## config.mk

```make
export PLATFORM = sky130hd
export DESIGN_NAME = ice40up_mem_arbiter
export DESIGN_NICKNAME = d
export VERILOG_FILES = /design/src/rtl/ice40up_mem_arbiter.sv
export SDC_FILE = /design/constraint.sdc
export NUM_CORES = 1
export LEC_CHECK = 0
export ABC_AREA = 1
export CAP_MARGIN = 20
export CORE_UTILIZATION = 41
export CTS_CLUSTER_SIZE = 24
export DETAILED_ROUTE_END_ITERATION = 7
export GPL_TIMING_DRIVEN = 0
export MAX_ROUTING_LAYER = met4
export PLACE_DENSITY = 0.85
export SLEW_MARGIN = 15
export SYNTH_ARGS = -nofsm -noshare
export SYNTH_HDL_FRONTEND = slang
export SYNTH_SLANG_ARGS = --single-unit
```

## constraint.sdc

```tcl
create_clock -name clk -period 2 [get_ports clk]
set_input_delay 0.6 -clock clk [delete_from_list [all_inputs] [get_ports clk]]
set_output_delay 0.6 -clock clk [all_outputs]
set_load 0.01 [all_outputs]
```

## src/rtl/ice40up_mem_arbiter.sv

```systemverilog
// Two-port (instruction / data) arbiter in front of a single-port synchronous memory.
// Each access takes three cycles: IDLE (arbitrate and latch the winner), ISSUE (mem_en high,
// writes commit at the closing edge) and RESP (owner's ack pulses with mem_rdata).
// Ties use round-robin on a last-grant pointer; define MEM_ARB_FIXED_PRIORITY_EN to make
// the data port always win ties instead.
module ice40up_mem_arbiter (
  input  logic        clk,
  input  logic        rstz,
  input  logic [31:0] instr_addr,
  input  logic        instr_req,
  output logic        instr_ack,
  output logic [31:0] instr_data,
  input  logic [31:0] data_addr,
  input  logic [31:0] data_wr_data,
  input  logic [3:0]  data_mask,
  input  logic        data_wr_en,
  input  logic        data_req,
  output logic        data_ack,
  output logic [31:0] data_rd_data,
  output logic [31:0] mem_addr,
  output logic [31:0] mem_wdata,
  output logic [3:0]  mem_wr_mask,
  output logic        mem_en,
  output logic        mem_wr_en,
  input  logic [31:0] mem_rdata
);

  typedef enum logic [1:0] {
    StIdle  = 2'd0,
    StIssue = 2'd1,
    StResp  = 2'd2
  } state_e;

  state_e      r_state;
  state_e      w_state_next;
  logic        w_any_req;
  logic        w_grant_data;
  logic        w_start;
  logic        r_owner_data;
  logic [31:0] r_mem_addr;
  logic [31:0] r_mem_wdata;
  logic [3:0]  r_mem_wr_mask;
  logic        r_mem_wr_en;
  logic [31:0] r_instr_data;
  logic [31:0] r_data_rd_data;

  assign w_any_req = instr_req | data_req;
  assign w_start   = (r_state == StIdle) & w_any_req;

`ifdef MEM_ARB_FIXED_PRIORITY_EN
  // Data port always wins; no pointer is kept.
  assign w_grant_data = data_req;
`else
  // High means the data port got the most recent grant; reset favours data on the first tie.
  logic r_last_data;

  assign w_grant_data = data_req & (~instr_req | ~r_last_data);

  // Last-grant pointer, updated on every grant
  always_ff @(posedge clk or negedge rstz) begin
    if (!rstz) begin
      r_last_data <= 1'b0;
    end else if (w_start) begin
      r_last_data <= w_grant_data;
    end
  end
`endif

  // State register
  always_ff @(posedge clk or negedge rstz) begin
    if (!rstz) begin
      r_state <= StIdle;
    end else begin
      r_state <= w_state_next;
    end
  end

  // Next state plus the per-state strobes (mem_en, acks)
  always_comb begin
    w_state_next = r_state;
    mem_en       = 1'b0;
    instr_ack    = 1'b0;
    data_ack     = 1'b0;
    case (r_state)
      StIdle: begin
        if (w_any_req) w_state_next = StIssue;
      end
      StIssue: begin
        mem_en       = 1'b1;
        w_state_next = StResp;
      end
      StResp: begin
        instr_ack    = ~r_owner_data;
        data_ack     = r_owner_data;
        w_state_next = StIdle;
      end
      default: w_state_next = StIdle;
    endcase
  end

  // Latch the winner's access fields; they stay put through ISSUE and RESP
  always_ff @(posedge clk or negedge rstz) begin
    if (!rstz) begin
      r_owner_data  <= 1'b0;
      r_mem_addr    <= 32'h0;
      r_mem_wdata   <= 32'h0;
      r_mem_wr_mask <= 4'h0;
      r_mem_wr_en   <= 1'b0;
    end else if (w_start) begin
      r_owner_data <= w_grant_data;
      if (w_grant_data) begin
        r_mem_addr    <= data_addr;
        r_mem_wdata   <= data_wr_data;
        r_mem_wr_mask <= data_mask;
        r_mem_wr_en   <= data_wr_en;
      end else begin
        // Instruction fetches never write
        r_mem_addr    <= instr_addr;
        r_mem_wdata   <= 32'h0;
        r_mem_wr_mask <= 4'h0;
        r_mem_wr_en   <= 1'b0;
      end
    end
  end

  // Keep the last acked read data so the outputs hold between acks
  always_ff @(posedge clk or negedge rstz) begin
    if (!rstz) begin
      r_instr_data   <= 32'h0;
      r_data_rd_data <= 32'h0;
    end else begin
      if (instr_ack) r_instr_data <= mem_rdata;
      if (data_ack)  r_data_rd_data <= mem_rdata;
    end
  end

  // During the ack cycle the memory word passes straight through
  assign instr_data   = instr_ack ? mem_rdata : r_instr_data;
  assign data_rd_data = data_ack ? mem_rdata : r_data_rd_data;

  assign mem_addr    = r_mem_addr;
  assign mem_wdata   = r_mem_wdata;
  assign mem_wr_mask = r_mem_wr_mask;
  assign mem_wr_en   = r_mem_wr_en;

endmodule

```

==> run_results.csv <==
group,metric,value,unit
routing,drtIter0Drc,375,
timing,fin_worst_skew,5.59,ps
cells_and_area,layoutNonFillerInstCount,1200,
timing,rsz0062_at_grt,"true",
logic_synthesis,synth-simple-area-share,25.1,%
global_routing,grt_max_degree,73,
floorplan,core-area,13800,sq um
logic_synthesis,syn_inst,691,
cts,clock_path_buffers,2,
routing,wire_per_inst,17.7,um
floorplan,rows,43,
outcome,violations,"setup timing",
timing,setup-tns-final,-16110,ps
routing,wl,21300,um
cts,cts_tree,"built",
setup_path,cp_max_fo,6,
cts,postCtsHoldBufs,0,
logic_synthesis,synth_top_family_by_area,"simple AND/OR/NAND/NOR gates",
placement,placedCellCount,1143,
timing,setup-violations-final,65,
setup_path,critPathLaunch,"r_state[0]",
logic_synthesis,synth_largest_area_cell,"dfrtp_1",
outcome,status,"finished with violations",
timing,final-hold-violation-count,0,
cells_and_area,layout_common_cells,"clkdlybuf4s50_1 (201), nand2_1 (193), dfrtp_1 (135)",
timing,slew_headroom,61.9,%
floorplan,die_y,121,um
cts,ctsHtreeMaxLevel,4,
setup_path,crit_path_end_kind,"output port",
setup_path,r2r-start,"r_owner_data",
cts,clkSlewWorstSetupHoldPaths,60,ps
cells_and_area,layout.nets,1143,
global_routing,antenna_found_initial,0,
cts,cts_root_buffer,"clkbuf_16",
placement,portBuffers,271,
power,p_per_area,1640,nW/um^2
power,ir_drop,851,uV
setup_path,cp.required,1400,ps
placement,hpwlAfterDp,12700,um
placement,place_congestion,0.826,
min_path,holdCritPathClass,"in2async",
setup_path,start_kind,"flop",
cells_and_area,fin_area,10400,sq um
logic_synthesis,ys_types,15,
logic_synthesis,synth_xor_area_share,0,%
cells_and_area,drive_gt1_share,26.7,%
routing,viasPerCell,4.94,
logic_synthesis,synthAdderAreaFrac,0,%
floorplan,initial_utilization,41.8,%
timing,tightest_slew,571,ps
global_routing,grt-ovfl-total,0,
logic_synthesis,yosysSeqAreaShare,58.8,%
logic_synthesis,ys_warn_count,0,
cells_and_area,final_util,75.4,%
cells_and_area,final_common_cell,"clkdlybuf4s50_1",
logic_synthesis,synth_top_area_share,58.8,%
global_routing,grt_pass1_wl,28600,um
global_routing,grt_pass1_vias,5692,
setup_path,critPathArrivalTime,1710,ps
flow_run,max-cap-violations,0,
logic_synthesis,synth_compound_area_share,5.62,%
logic_synthesis,ys_ff_latch,136,
setup_path,critical_path_class,"reg2out",
timing,fin_crit,2310,ps
logic_synthesis,synth_nets,828,
floorplan,io_pins,273,
cts,cts_made_buffers,17,
floorplan,die_x,121,um
logic_synthesis,avgSynthCellArea,8.37,sq um
logic_synthesis,synth_area,5790,sq um
timing,fin_crit_sh,116,%
routing,vias,5923,
routing,drt_pre_antenna_iters,4,
routing,postRouteAntennaNets,0,
power,p_leak,5.26,nW
timing,worst_slack,-314,ps
routing,drc,0,
logic_synthesis,synth_mux_area_share,0,%
cts,clock_latency,420,ps
timing,drv_slew,0,
cells_and_area,area_delta_synth_final,80.2,%
cts,cts_sinks,136,
global_routing,groute.usage.overall,26.7,%
floorplan,dieArea,14600,sq um
timing,fmax,432,MHz
power,power.total,17.1,mW
logic_synthesis,synth.area.top_cells,"dfrtp_1 (59%), nand2_1 (15%), nand3_1 (8.9%)",
placement,placed_area,8760,sq um
==> registers in the layout (all words and copies together), names as in the netlist <==
| signal | flops |
|---|---|
| mem_wr_mask | 4 |
| mem_wr_en | 1 |
| r_data_rd_data | 32 |
| mem_wdata | 32 |
| r_instr_data | 32 |
| r_owner_data | 1 |
| r_state | 2 |
| mem_addr | 32 |
==> power breakdown <==
group          switching (mW)  internal, mW  leakage, nW  total (mW)
registers               0.784          4.13         1.70        4.91
clock network            1.25          1.71        0.265        2.96
logic                    4.63          4.61         3.30        9.25
total                    6.67          10.4         5.26        17.1
==> path summary, 6_finish.rpt <==
| check | endpoint | slack (ps) | depth (start not counted) |
|---|---|---|---|
| worst min register to register | r_instr_data[8] | 470 | 2 |
| min in group clk | r_instr_data[8] | 470 | 2 |
| worst max register to register | mem_wdata[30] | 270 | 8 |
| max in group asynchronous | r_state[1] | 1110 | 2 |
| worst max-delay path | data_rd_data[21] | -310 | 6 |
| worst min-delay path | r_instr_data[8] | 160 | 1 |
==> cells by family (layout without fill, tap and decap cells) <==
logic type | count (synthesis) | after routing
AND/OR/NAND/NOR | 345 | 345
flip-flops | 136 | 136
AO/OA/AOI/OAI | 65 | 65
buffers and inverters | 145 | 473
other | 0 | 1
==> synthesized netlist by cell type <==
| master | n |
|---|---|
| buf_1 | 2 |
| buf_2 | 23 |
| buf_4 | 1 |
| buf_6 | 4 |
| clkbuf_1 | 12 |
| dfrtp_1 | 136 |
| inv_1 | 101 |
| inv_2 | 2 |
| nand2_1 | 237 |
| nand2_2 | 1 |
| nand3_1 | 103 |
| nor2_1 | 2 |
| nor2_4 | 1 |
| nor2_8 | 1 |
| o21ai_0 | 65 |
==> metal layers <==
metal  routed length [um]  part of all wire [%]  up-vias  global-route usage, %
met5                    0                     0        -                      -
met4                  752                   3.5        0                   11.8
met3                 1490                   7.0       59                   7.12
li1                     -                     -     2760                      -
met2                10700                    50      262                   45.0
met1                 8380                    39     2842                   29.9
==> worst max-delay path, stage by stage, from the launching register on <==
cell,delay [ps]
dfrtp_1,370
inv_2,110
nand3_4,120
buf_12,180
clkbuf_16,160
o21ai_2,180
buf_2,180
==> what timing repair did <==
item / 4_1_cts / 5_1_grt
pin swaps: 1 / 4
gates resized for setup: 488 / 109
gates cloned: 2 / 5
buffers inserted: 7 / 11
endpoints found under the setup margin: 67 / 69
==> per-stage QoR <==
step           setup WS [ps]  hold slack (ps)
2_1_floorplan            217              304
3_3_place_gp           -5030              461
3_5_place_dp            -690              464
4_1_cts                 -265              155
5_1_grt                 -374              184
6_report                -314              160
==> area by class of cell <==
type                       instances  area, sq um
antenna                            1         2.50
buffer                            42          424
clock buffer                      17          425
timing repair buffer             296         2930
inverter                         103          387
fill                             884         3400
clock inverter                    15          129
tap                              180          225
multi-input combinational        410         2490
sequential                       136         3400
Note: power is estimated with default switching activity, not from simulation.
